===== src/rtl/fir_pkg.sv =====
// Shared definitions for the FIR datapath and its coefficient controller:
// controller state encodings and the flat coeff bus packing helper.
package fir_pkg;

    localparam logic [1:0] ST_IDLE    = 2'd0;
    localparam logic [1:0] ST_PENDING = 2'd1;
    localparam logic [1:0] ST_FLUSH   = 2'd2;

    // Tap i of a flat coefficient bus occupies [coeff_lsb(i, W) +: W].
    function automatic int coeff_lsb(input int tap, input int width);
        return tap * width;
    endfunction

endpackage


===== src/rtl/fir_coeff_bank.sv =====
// Dual coefficient register bank: writable shadow copy plus an active copy
// that is loaded from the shadow, all taps at once, on a swap strobe.
module fir_coeff_bank
    import fir_pkg::*;
#(
    parameter int NUM_TAPS    = 4,
    parameter int COEFF_WIDTH = 8,
    parameter int ADDR_WIDTH  = $clog2(NUM_TAPS)
) (
    input  logic                            clk,
    input  logic                            rst,
    input  logic                            wr_en,
    input  logic [ADDR_WIDTH-1:0]           wr_addr,
    input  logic [COEFF_WIDTH-1:0]          wr_data,
    input  logic                            swap,
    output logic [NUM_TAPS*COEFF_WIDTH-1:0] coeff
);

    // Addresses beyond the last tap match no tap, so such writes vanish here.
    generate
        for (genvar gi = 0; gi < NUM_TAPS; gi++) begin : g_tap
            logic [COEFF_WIDTH-1:0] shadow_reg;
            logic [COEFF_WIDTH-1:0] active_reg;

            always_ff @(posedge clk) begin
                if (rst) begin
                    shadow_reg <= '0;
                    active_reg <= '0;
                end else begin
                    if (wr_en && (wr_addr == ADDR_WIDTH'(gi))) begin
                        shadow_reg <= wr_data;
                    end
                    if (swap) begin
                        active_reg <= shadow_reg;
                    end
                end
            end

            assign coeff[coeff_lsb(gi, COEFF_WIDTH) +: COEFF_WIDTH] = active_reg;
        end
    endgenerate

endmodule


===== src/rtl/fir_coeff_ctrl.sv =====
// Run-time FIR coefficient controller: shadow writes, sample-aligned commit
// into the active bank, delay-line clear and a settle countdown.
module fir_coeff_ctrl
    import fir_pkg::*;
#(
    parameter int NUM_TAPS    = 4,
    parameter int COEFF_WIDTH = 8,
    localparam int ADDR_WIDTH = $clog2(NUM_TAPS)
) (
    input  logic                            clk,
    input  logic                            rst,
    input  logic                            wr_valid,
    output logic                            wr_ready,
    input  logic [ADDR_WIDTH-1:0]           wr_addr,
    input  logic [COEFF_WIDTH-1:0]          wr_data,
    output logic                            wr_err,
    input  logic                            commit,
    input  logic                            sample_en,
    output logic [NUM_TAPS*COEFF_WIDTH-1:0] coeff,
    output logic                            fir_clr,
    output logic                            busy,
    output logic                            settled
);

    logic [1:0]            state_reg;
    logic [1:0]            state_next;
    logic [ADDR_WIDTH-1:0] flush_cnt_reg;
    logic                  fir_clr_reg;
    logic                  wr_err_reg;
    logic                  settled_reg;

    logic wr_accept;
    logic wr_out_of_range;
    logic commit_accept;
    logic swap;
    logic flush_step;
    logic flush_done;

    assign wr_ready        = (state_reg == ST_IDLE);
    assign busy            = (state_reg != ST_IDLE);
    assign wr_accept       = wr_valid && wr_ready;
    assign wr_out_of_range = ({1'b0, wr_addr} >= (ADDR_WIDTH + 1)'(NUM_TAPS));
    assign commit_accept   = commit && (state_reg == ST_IDLE);
    assign swap            = (state_reg == ST_PENDING) && sample_en;
    assign flush_step      = (state_reg == ST_FLUSH) && sample_en;
    assign flush_done      = flush_step && (flush_cnt_reg == '0);

    always_comb begin
        state_next = state_reg;
        case (state_reg)
            ST_IDLE:    if (commit_accept) state_next = ST_PENDING;
            ST_PENDING: if (swap)          state_next = ST_FLUSH;
            ST_FLUSH:   if (flush_done)    state_next = ST_IDLE;
            default:                       state_next = ST_IDLE;
        endcase
    end

    always_ff @(posedge clk) begin
        if (rst) begin
            state_reg     <= ST_IDLE;
            flush_cnt_reg <= '0;
            fir_clr_reg   <= 1'b0;
            wr_err_reg    <= 1'b0;
            settled_reg   <= 1'b0;
        end else begin
            state_reg   <= state_next;
            fir_clr_reg <= swap;
            wr_err_reg  <= wr_accept && wr_out_of_range;

            // NUM_TAPS sample_en pulses in FLUSH refill the delay line.
            if (swap) begin
                flush_cnt_reg <= ADDR_WIDTH'(NUM_TAPS - 1);
            end else if (flush_step && !flush_done) begin
                flush_cnt_reg <= flush_cnt_reg - ADDR_WIDTH'(1);
            end

            if (commit_accept) begin
                settled_reg <= 1'b0;
            end else if (flush_done) begin
                settled_reg <= 1'b1;
            end
        end
    end

    assign fir_clr = fir_clr_reg;
    assign wr_err  = wr_err_reg;
    assign settled = settled_reg;

    fir_coeff_bank #(
        .NUM_TAPS   (NUM_TAPS),
        .COEFF_WIDTH(COEFF_WIDTH),
        .ADDR_WIDTH (ADDR_WIDTH)
    ) u_bank (
        .clk    (clk),
        .rst    (rst),
        .wr_en  (wr_accept),
        .wr_addr(wr_addr),
        .wr_data(wr_data),
        .swap   (swap),
        .coeff  (coeff)
    );

endmodule

===== config.mk =====
export PLATFORM = sky130hd
export DESIGN_NAME = fir_coeff_ctrl
export DESIGN_NICKNAME = d
export VERILOG_FILES = /design/src/rtl/fir_pkg.sv /design/src/rtl/fir_coeff_bank.sv /design/src/rtl/fir_coeff_ctrl.sv
export SDC_FILE = /design/constraint.sdc
export NUM_CORES = 1
export LEC_CHECK = 0
export ABC_AREA = 1
export CELL_PAD_IN_SITES_DETAIL_PLACEMENT = 0
export CELL_PAD_IN_SITES_GLOBAL_PLACEMENT = 1
export CORE_ASPECT_RATIO = 0.9
export CORE_MARGIN = 8
export CORE_UTILIZATION = 33
export CTS_CLUSTER_SIZE = 24
export DETAILED_ROUTE_END_ITERATION = 16
export PLACE_DENSITY_LB_ADDON = 0.08
export SETUP_SLACK_MARGIN = 0.02
export SYNTH_ARGS = -nofsm -noshare
export SYNTH_HDL_FRONTEND = slang
export SYNTH_HIERARCHICAL = 1
export SYNTH_SLANG_ARGS = --single-unit

===== constraint.sdc =====
create_clock -name clk -period 1.35 [get_ports clk]
set_input_delay 0.27 -clock clk [delete_from_list [all_inputs] [get_ports clk]]
set_output_delay 0.27 -clock clk [all_outputs]
set_load 0.02 [all_outputs]

==> qor.log <==
qor: status.run_status completed
qor: sta.fin_setup_tns 0 ps
qor: placement.globalplace.congestion 0.713
qor: yosys.synth.yosys.seq_area_share 0.525
qor: yosys.synth_area_leaders sky130_fd_sc_hd__dfxtp_1 (52%), sky130_fd_sc_hd__nor2_1 (10%), sky130_fd_sc_hd__nand2_1 (8.9%)
qor: grt.global_route.usage.total 0.122
qor: placement.port_buffers 50
qor: clock_network.cts_tree built
qor: clock_network.tritoncts.num_buffers 9
qor: drt.antenna_left 0
qor: yosys.synth_flop_cell sky130_fd_sc_hd__dfxtp_1
qor: power_and_ir_drop.power_per_cell_area 1230 mW/mm2
qor: finish.insertedDiodeCount 0
qor: worst_hold_path.min_path_type register to register
qor: grt.grt_overflow_total 0
qor: critical_path.critical_path_class register to register
qor: critical_path.cp_data_arrival_time 1530 ps
qor: sta.postLayoutSetupSlackWorst 56.0 ps
qor: sta.finalSetupViolations 0
qor: critical_path.cpPeakStageDelay 340 ps
qor: clock_network.htree_levels 3
qor: critical_path.cp_top_family simple AND/OR/NAND/NOR gates
qor: critical_path.startpoint_type register
qor: critical_path.cp_slowest_cell sky130_fd_sc_hd__dfxtp_2
qor: die.fp-row-count 31
qor: yosys.synth_top_area_frac 0.525
qor: yosys.yosys_warnings 6
qor: placement.dp.cells 509
qor: yosys.synth_top_cells_by_count sky130_fd_sc_hd__nor2_1 (74), sky130_fd_sc_hd__dfxtp_1 (70), sky130_fd_sc_hd__nand2_1 (63)
qor: drt.first_iter_violations 71
qor: finish.syn_to_final_growth 39.5%
qor: critical_path.crit_chain nor2_4, inv_2, nor2_4, buf_6, nand3_4, nor2_1, nor2_1
qor: power_and_ir_drop.irDropWorstVdd 580 uV
qor: sta.worstMarginPinSlew 530 ps
qor: critical_path.cp_num_buf_inv 2
qor: drt.detailroute.via_count 2,393
qor: finish.instances_no_fill 531
qor: placement.dp.final_hpwl 4.41 mm
qor: sta.post-route-min-period 1290 ps
qor: die.placeableCoreArea 0.00795 mm2
qor: yosys.postSynth.asyncResetShare 0
qor: placement.dpl_worst_slack -211 ps
qor: sta.grt_setup_unrepaired yes
qor: finish.nNetsFinal 444
qor: finish.post-route-cell-area 0.00372 mm2
qor: drt.drt_pre_antenna_iters 6
qor: sta.hold_violations 0
qor: sta.max_freq 773 MHz
qor: die.die_x 111 um
qor: yosys.yosys.cell_types.count 20
qor: yosys.synthMostInstantiatedCell sky130_fd_sc_hd__nor2_1
qor: yosys.syn-cell-area 0.00267 mm2
qor: grt.global_route.usage.met3 0.0450
qor: sta.period_share 0.959
qor: sta.timing_max_transition_violations_final 0
qor: die.die-area 0.0112 mm2
qor: clock_network.clk_buf_depth 2
qor: grt.vias_in_the_first_global_route 2,236
qor: die.io-pin-count 52
qor: grt.grt_busiest_layer met2
qor: sta.clock-skew-final 7.48 ps
qor: critical_path.crit_path_max_fanout 8
qor: yosys.synth.ff_latch_count 70
qor: clock_network.cts_root_buf sky130_fd_sc_hd__clkbuf_8
qor: clock_network.path_clk_slew 80 ps
qor: die.die_y 101 um
qor: finish.num-fill-cells 806
qor: drt.routed_wirelength 7.16 mm
qor: placement.placed_area 0.00341 mm2
qor: yosys.netlist.top_cell.by_area sky130_fd_sc_hd__dfxtp_1
qor: power_and_ir_drop.static-leakage-power 1.74 nW
qor: job.cap_viol_max_count 0
qor: critical_path.worst_ep_required_time 1590 ps
qor: clock_network.clock_insertion_delay_worst_skew 340 ps
qor: grt.number_of_antenna_violations_at_the_first_check_in_global_routing 0
qor: drt.wl_per_cell 13.5 um
qor: critical_path.timing.critical_path.to_type register
qor: grt.grt_pass1_wl 11.1 mm
qor: yosys.syn_avg_cell_area 7.36 um2
qor: yosys.count_of_flip_flops_with_a_built_in_enable_after_synthesis 0
qor: yosys.syn_nets 379
qor: clock_network.clock-sinks 70
qor: drt.drt_drc_violations_left 0
qor: die.initial_core_util 0.336
qor: yosys.synthCells 363
qor: finish.post_route_cells_drive_above_1_share 0.190
qor: drt.routed_via_density 4.51
qor: grt.grt_start_max_net_pins 39
qor: grt.grt.met1_usage 0.150
qor: grt.grtUsageMet2 0.189
qor: sta.max_slew_margin 0.646
-- repair_timing --
action	4_1_cts	5_1_grt
gates cloned	0	6
buffers inserted	0	1
hold endpoints to repair	0	0
hold buffers	0	0
gates resized for setup	43	69
pin swaps	0	8
setup endpoints to repair	36	76
-- cells in the final DEF, fill, tap and decap left out --
cell / count
sky130_fd_sc_hd__a21oi_1: 31
sky130_fd_sc_hd__a21oi_2: 4
sky130_fd_sc_hd__buf_12: 4
sky130_fd_sc_hd__buf_2: 2
sky130_fd_sc_hd__buf_4: 12
sky130_fd_sc_hd__buf_6: 3
sky130_fd_sc_hd__bufinv_16: 1
sky130_fd_sc_hd__clkbuf_16: 1
sky130_fd_sc_hd__clkbuf_2: 7
sky130_fd_sc_hd__clkbuf_8: 9
sky130_fd_sc_hd__clkdlybuf4s15_1: 18
sky130_fd_sc_hd__clkdlybuf4s50_1: 13
sky130_fd_sc_hd__clkinv_2: 2
sky130_fd_sc_hd__clkinv_4: 1
sky130_fd_sc_hd__clkinvlp_4: 3
sky130_fd_sc_hd__conb_1: 1
sky130_fd_sc_hd__dfxtp_1: 68
sky130_fd_sc_hd__dfxtp_2: 2
sky130_fd_sc_hd__dlygate4sd2_1: 9
sky130_fd_sc_hd__dlymetal6s2s_1: 1
sky130_fd_sc_hd__ha_1: 1
sky130_fd_sc_hd__inv_1: 43
sky130_fd_sc_hd__inv_2: 2
sky130_fd_sc_hd__nand2_1: 51
sky130_fd_sc_hd__nand2_2: 12
sky130_fd_sc_hd__nand3_1: 12
sky130_fd_sc_hd__nand3_2: 1
sky130_fd_sc_hd__nand3_4: 6
sky130_fd_sc_hd__nand3b_1: 1
sky130_fd_sc_hd__nand4_1: 2
sky130_fd_sc_hd__nor2_1: 67
sky130_fd_sc_hd__nor2_2: 7
sky130_fd_sc_hd__nor2_4: 3
sky130_fd_sc_hd__o21ai_0: 16
sky130_fd_sc_hd__o21ai_1: 16
-- worst paths after layout --
path,start,endpoint,slack (ps),cells past startpoint
worst min-delay path,u_bank/g_tap[3].shadow_reg[7]$_SDFFE_PP0P_,u_bank/g_tap[3].active_reg[7]$_SDFFE_PP0P_,450,2
worst max register to register,state_reg[1]$_SDFFE_PP0P_,u_bank/g_tap[3].shadow_reg[1]$_SDFFE_PP0P_,60,7
worst max-delay path,state_reg[1]$_SDFFE_PP0P_,u_bank/g_tap[3].shadow_reg[1]$_SDFFE_PP0P_,60,7
worst min register to register,u_bank/g_tap[3].shadow_reg[7]$_SDFFE_PP0P_,u_bank/g_tap[3].active_reg[7]$_SDFFE_PP0P_,450,2
-- worst reg2reg max path: cells and delay by family (launching register included) --
kind	cells	cell delay (ps)
AND/OR/NAND/NOR	5	650
flip-flops	1	340
buffers and inverters	2	210
-- routing by layer --
layer,routed length [um],up-vias
met1,3460,1080
met2,3200,46
met5,0,-
met4,65,0
met3,438,6
li1,-,1261
-- layout make-up --
type                       instances  area, um2  share of cell area
sequential                        70       1400               0.377
tap                               99        124              0.0333
inverter                          46        176              0.0474
clock buffer                       9        124              0.0333
multi-input combinational        231       1160               0.311
timing repair buffer              70        676               0.181
clock inverter                     6       63.8              0.0171
-- cells by family (layout without fill, tap and decap cells) --
kind of cell | count (synthesis) | in the layout | synth area share
DFF | 70 | 70 | 0.525
buffers and inverters | 65 | 131 | 0.0970
other | 1 | 1 | 0.00140
adders and majority gates | 1 | 1 | 0.00469
and+or+nand+nor | 159 | 162 | 0.246
AOI/OAI and AO/OA | 67 | 67 | 0.126
-- stage by stage --
stage	util	power [W]	hold slack [ps]
6_report	0.468	0.00459	450
5_1_grt	0.468	0.00484	479
3_5_place_dp	0.429	0.00298	447
2_1_floorplan	-	0.00266	332
4_1_cts	0.446	0.00458	456
3_3_place_gp	0.429	0.00297	438
-- report_power, final --
| group | internal (W) | switching, W |
|---|---|---|
| logic | 0.000290 | 0.000438 |
| clock network | 0.000838 | 0.000791 |
| registers | 0.00218 | 0.0000478 |
(Power assumes the default switching activity.)
==> variant 1, RTL diff (same settings) <==
`NUM_TAPS` is set to 4 in 2 places; all go to 8.
--- a/src/rtl/fir_coeff_bank.sv
+++ b/src/rtl/fir_coeff_bank.sv
@@ -3,7 +3,7 @@
 module fir_coeff_bank
     import fir_pkg::*;
 #(
-    parameter int NUM_TAPS    = 4,
+    parameter int NUM_TAPS    = 8,
     parameter int COEFF_WIDTH = 8,
     parameter int ADDR_WIDTH  = $clog2(NUM_TAPS)
 ) (
--- a/src/rtl/fir_coeff_ctrl.sv
+++ b/src/rtl/fir_coeff_ctrl.sv
@@ -3,7 +3,7 @@
 module fir_coeff_ctrl
     import fir_pkg::*;
 #(
-    parameter int NUM_TAPS    = 4,
+    parameter int NUM_TAPS    = 8,
     parameter int COEFF_WIDTH = 8,
     localparam int ADDR_WIDTH = $clog2(NUM_TAPS)
 ) (
Ports: changed (resized coeff and wr_addr); port bits go from 52 to 85. The function was not compared with the original's and may differ.
==> variant 1 against the original RTL <==
- the flow now finishes with violations (negative setup slack)
- count of clock-buffer cells in the layout grew 17
- design area grew 100%
- sequential cell count rose by 65
- routed wire length is 96% higher
- worst setup slack got worse by 0.095 ns
- combinational power grew 81%
- power grew 130%
- synthesized area grew 89%
- critical path type is now reg -> out
- largest cell class unchanged
- highest routed layer unchanged
==> variant 1: results (changes against the original RTL) <==
Status
  – Status: finished with violations
  – Violated checks: negative setup slack

Setup path
  – CP endpoint kind: output port
  – Worst path top cell family by delay: flip-flops
  – Reg2reg path depth: 10 (+3)
  – Worst-path fanout max: 2 (-6)
  – Setup crit end: wr_ready
  – CP arrival: 1.12 ns (-0.41 ns)

Drt
  – Met3 WL: 625 um (+43%)
  – DRT Pass-1 Iters: 5 (-1)
  – Metal-1 WL: 6340 um (+83%)
  – Met2 WL: 6860 um (+110%)
  – DR iter-0 viols: 175 (+150%)

CTS
  – Clock transition at the registers of the reported paths: 0.05 ns (-0.03 ns)
  – Worst-skew pair later-pin latency: 0.42 ns (+0.08 ns)
  – Setup Buffers After CTS: 3 (+3)
  – CTS root buffer: clkbuf_16
  – CTS Buf Count: 17 (+8)
  – CTS resizes: 212 (+390%)

Power and ir drop
  – VDD IR max: 0.978 mV (+69%)
  – Share of power burned in registers: 0.412 (-0.074)
  – Power Combinational: 1.32 mW (+81%)
  – Tot Pwr: 10.4 mW (+130%)
  – Leak pwr: 3.28 nW (+88%)

Global routing
  – Largest net degree at the start of global routing: 33 (-15%)
  – Vias in the first global route: 4717 (+110%)
  – First-pass GRT wire length: 23400 um (+110%)
  – Met2 usage: 0.247 (+0.0576)
  – GRT met3 Usage: 0.0414 (-0.00364)

Place
  – Hpwl dp: 9430 um (+110%)
  – Port bufs: 83 (+66%)
  – Place WS: -0.339 ns (-0.127 ns)
  – Placed Instances: 988 (+94%)
  – GPL Wtd Cong: 0.769 (+7.9%)

Timing
  – Final setup viols: 9 (+9)
  – Setup ws final: -0.0392 ns (-0.0952 ns)
  – Clk_skew: 0.00853 ns (+0.00105 ns)
  – Hold WS: 0.469 ns (+0.0183 ns)

Final layout
  – Layout net count: 832 (+87%)

Hold path
  – WHS Endpoint: settled

Logic synthesis
  – Asr flop ratio synth: 0 (unchanged)
  – Post-synthesis cell count: 699 (+93%)
  – Commonest cells in the netlist: nor2_1, dfxtp_1, nand2_1
  – Yosys top cell area share: 0.535 (+0.00969)
  – Netlist cell types: 19 (-5.0%)
  – Syn_nets: 717 (+89%)
-- variant 1: cell count changes in the layout (fill, tap and decap cells not counted), sizes merged, moves of 9 or more --
cell and delta:
a21oi -31, nand2 +27, dlygate4sd2 -9, nand3 +43, dfxtp +65, nor2 +199, clkbuf +14, o21ai +33
clkdlybuf4s15 +31, inv -19, buf +43
-- variant 1: area by class of cell --
class | count | area (um^2)
Clock buffer | 26 | 499
Clock inverter | 6 | 114
Fill cell | 1518 | 7730
Inverter | 26 | 105
Multi-Input combinational cell | 501 | 2330
Sequential cell | 135 | 2710
Tap cell | 202 | 253
Timing Repair Buffer | 133 | 1490
-- variant 1: kinds of logic (layout without fill, tap and decap cells) --
kind of cell | Yosys count | in the layout | share of synthesized area
compound gates | 70 | 70 | 0.0698
fa+ha+maj | 2 | 2 | 0.00495
simple gates | 428 | 428 | 0.339
other cells | 1 | 1 | 0.000742
buf+inv | 63 | 191 | 0.0510
flops | 135 | 135 | 0.535
==> variant 2, RTL diff (same flow settings) <==
Made on the original files. Reset style: asynchronous (`rst`), changed in 2 clocked blocks.
--- a/src/rtl/fir_coeff_bank.sv
+++ b/src/rtl/fir_coeff_bank.sv
@@ -22,7 +22,7 @@
             logic [COEFF_WIDTH-1:0] shadow_reg;
             logic [COEFF_WIDTH-1:0] active_reg;
 
-            always_ff @(posedge clk) begin
+            always_ff @(posedge clk or posedge rst) begin
                 if (rst) begin
                     shadow_reg <= '0;
                     active_reg <= '0;
--- a/src/rtl/fir_coeff_ctrl.sv
+++ b/src/rtl/fir_coeff_ctrl.sv
@@ -55,7 +55,7 @@
         endcase
     end
 
-    always_ff @(posedge clk) begin
+    always_ff @(posedge clk or posedge rst) begin
         if (rst) begin
             state_reg     <= ST_IDLE;
             flush_cnt_reg <= '0;
Behaviour: differs if rst is asserted again (counterexample within 4 cycles, from zero or initial values and one cycle with rst high); with rst held inactive, the same outputs for 10 cycles.
==> variant 2 against the original RTL <==
- the flow now finishes with violations (negative setup slack)
- synthesized area up 11%
- final cell count fell by 4.1%
- count of clock-buffer cells in the layout is 2 higher
- sequential cell count unchanged
- worst setup slack worse by 0.063 ns
- via count down 6.0%
- core utilization shrank 3.3 points
- routed wire length is 6.1% lower
- design area rose by 4.3%
Power is not compared: it rests on default switching activity, and its combinational part moved more than twofold at a synthesized area within 25%.
==> variant 2: results (changes against the original RTL) <==
Logic synthesis
  – Main synth FF type: dfrtp_1
  – Asr flop ratio synth: 1.00 (+1.00)
  – Post-synthesis sequential area ratio: 0.590 (+0.0651)
  – Leading post-synthesis cells by cell area: dfrtp_1, nand2_1, nand4_1, o21ai_0, inv_1
  – Commonest cells in the netlist: nand2_1, dfrtp_1, inv_1
  – Syn_nets: 333 (-12%)
  – Synth Area in Adders: 0.00421 (-0.000472)
  – Mux cell area share after synthesis: 0 (unchanged)
  – Compound-cell area share of the yosys netlist: 0.0590 (-0.0666)
  – Netlist cell types: 25 (+25%)

Timing
  – Hold WS: 0.228 ns (-0.222 ns)
  – Clk_skew: 0.00663 ns (-0.000848 ns)
  – Final setup viols: 2 (+2)
  – Setup ws final: -0.00704 ns (-0.0630 ns)
  – Slew Viols, Final: 0 (unchanged)

Setup path
  – Critical path class: reg -> out
  – CP arrival: 1.09 ns (-0.44 ns)
  – RR Startpoint: state_reg[0]
  – R2r setup slk: 0.08 ns (+0.02 ns)
  – Worst-path fanout max: 2 (-6)

Drt
  – Met2 WL: 3050 um (-4.8%)
  – Drt wl/cell: 13.2 um (-2.0%)
  – Metal-1 WL: 3160 um (-8.4%)
  – Met3 WL: 437 um (-0.23%)
  – DRT Pass-1 Iters: 4 (-2)
  – Vias/cell: 4.42 (-2.0%)
  – Uppermost routed layer: met4
  – DR iter-0 viols: 140 (+97%)
  – Antenna Nets Post-Route: 0 (unchanged)

Final layout
  – Layout cell share with drive strength beyond 1: 0.199 (+0.00915)
  – ANT cells: 0 (unchanged)
  – Layout net count: 398 (-10%)

Status
  – Status: finished with violations
  – Violated checks: negative setup slack

Hold path
  – Hold Path Class: in -> async

CTS
  – CTS Buf Count: 9 (unchanged)
  – Worst-skew pair later-pin latency: 0.35 ns
  – Clock transition at the registers of the reported paths: around 0.07 ns
  – CTS root buffer: clkbuf_8
  – H-Tree Level Count: 3 (unchanged)

Global routing
  – Vias in the first global route: 2293 (+2.5%)
  – First-pass GRT wire length: 11400 um (+2.4%)
  – Largest net degree at the start of global routing: 49 (+26%)
  – GRT Util Overall: 0.118 (-0.00391)

Place
  – GPL Wtd Cong: 0.727 (+2.0%)
  – Hpwl dp: 4810 um (+9.0%)

Job
  – Max cap viols: 0 (unchanged)

Power and ir drop
  – Leak pwr: approximately 1.9 nW
  – VDD IR max: just under 0.9 mV
-- variant 2: final timing paths --
kind,end,cells after the start
min in group clk,u_bank/g_tap[0].shadow_reg[1],2
worst max-delay path,wr_ready,2
max in group asynchronous,u_bank/g_tap[2].active_reg[0],3
worst max register to register,u_bank/g_tap[3].shadow_reg[2],7
worst min register to register,u_bank/g_tap[0].shadow_reg[1],2
worst min-delay path,fir_clr,2
-- variant 2: area by class of cell --
cell class	count	area (um^2)
Clock inverter	5	81.3
Multi-Input combinational cell	185	932
Tap cell	122	153
Clock buffer	11	151
Sequential cell	70	1750
Timing Repair Buffer	70	637
Inverter	46	179
Fill cell	942	5030
-- variant 2: per-stage QoR --
stage / utilization / instance area (um^2) / instances / setup WS [ns] / TNS (ns)
2_1_floorplan: - / 3000 / 317 / 0.00639 / 0
3_3_place_gp: 0.417 / 3720 / 491 / -0.169 / -8.29
3_5_place_dp: 0.417 / 3720 / 491 / -0.169 / -9.06
4_1_cts: 0.447 / 3990 / 508 / -0.0396 / -0.0780
5_1_grt: 0.436 / 3890 / 509 / -0.0778 / -0.333
6_report: 0.436 / 3890 / 509 / -0.00704 / -0.0138
-- variant 2: logic make-up (layout without fill, tap and decap cells) --
logic type	count (synthesis)	in the layout
AO/OA/AOI/OAI	34	34
adder cells (fa/ha/maj)	1	1
buffers and inverters	62	132
flip-flops	70	70
other	1	1
AND/OR/NAND/NOR	149	149
-- variant 2: metal layers --
| layer | global-route usage | up-vias |
|---|---|---|
| met4 | 0.0416 | 0 |
| met1 | 0.152 | 1055 |
| li1 | - | 1146 |
| met3 | 0.0465 | 6 |
| met5 | 0 | - |
| met2 | 0.176 | 42 |
-- variant 2: what timing repair did --
action | in CTS | in global routing
setup buffers | 0 | 1
gates cloned | 1 | 0
setup endpoints to repair | 45 | 59
pin swaps | 0 | 1
hold buffers | 0 | 0
gates resized for setup | 79 | 27
hold endpoints to repair | 0 | 0
-- variant 2: power groups by stage --
stage | logic [mW] | registers [mW] | clock network (mW)
5_1_grt | 3.39 | 3.66 | 2.10
3_5_place_dp | 3.29 | 3.58 | 0
6_report | 3.01 | 3.53 | 1.93
3_3_place_gp | 3.26 | 3.58 | 0
4_1_cts | 3.19 | 3.56 | 2.01
2_1_floorplan | 1.42 | 3.97 | 0
-- variant 2: critical path, cell delays in order, from the launching register on --
cell	delay (ns)
dfrtp_2	0.42
nor2_4	0.14
buf_2	0.18
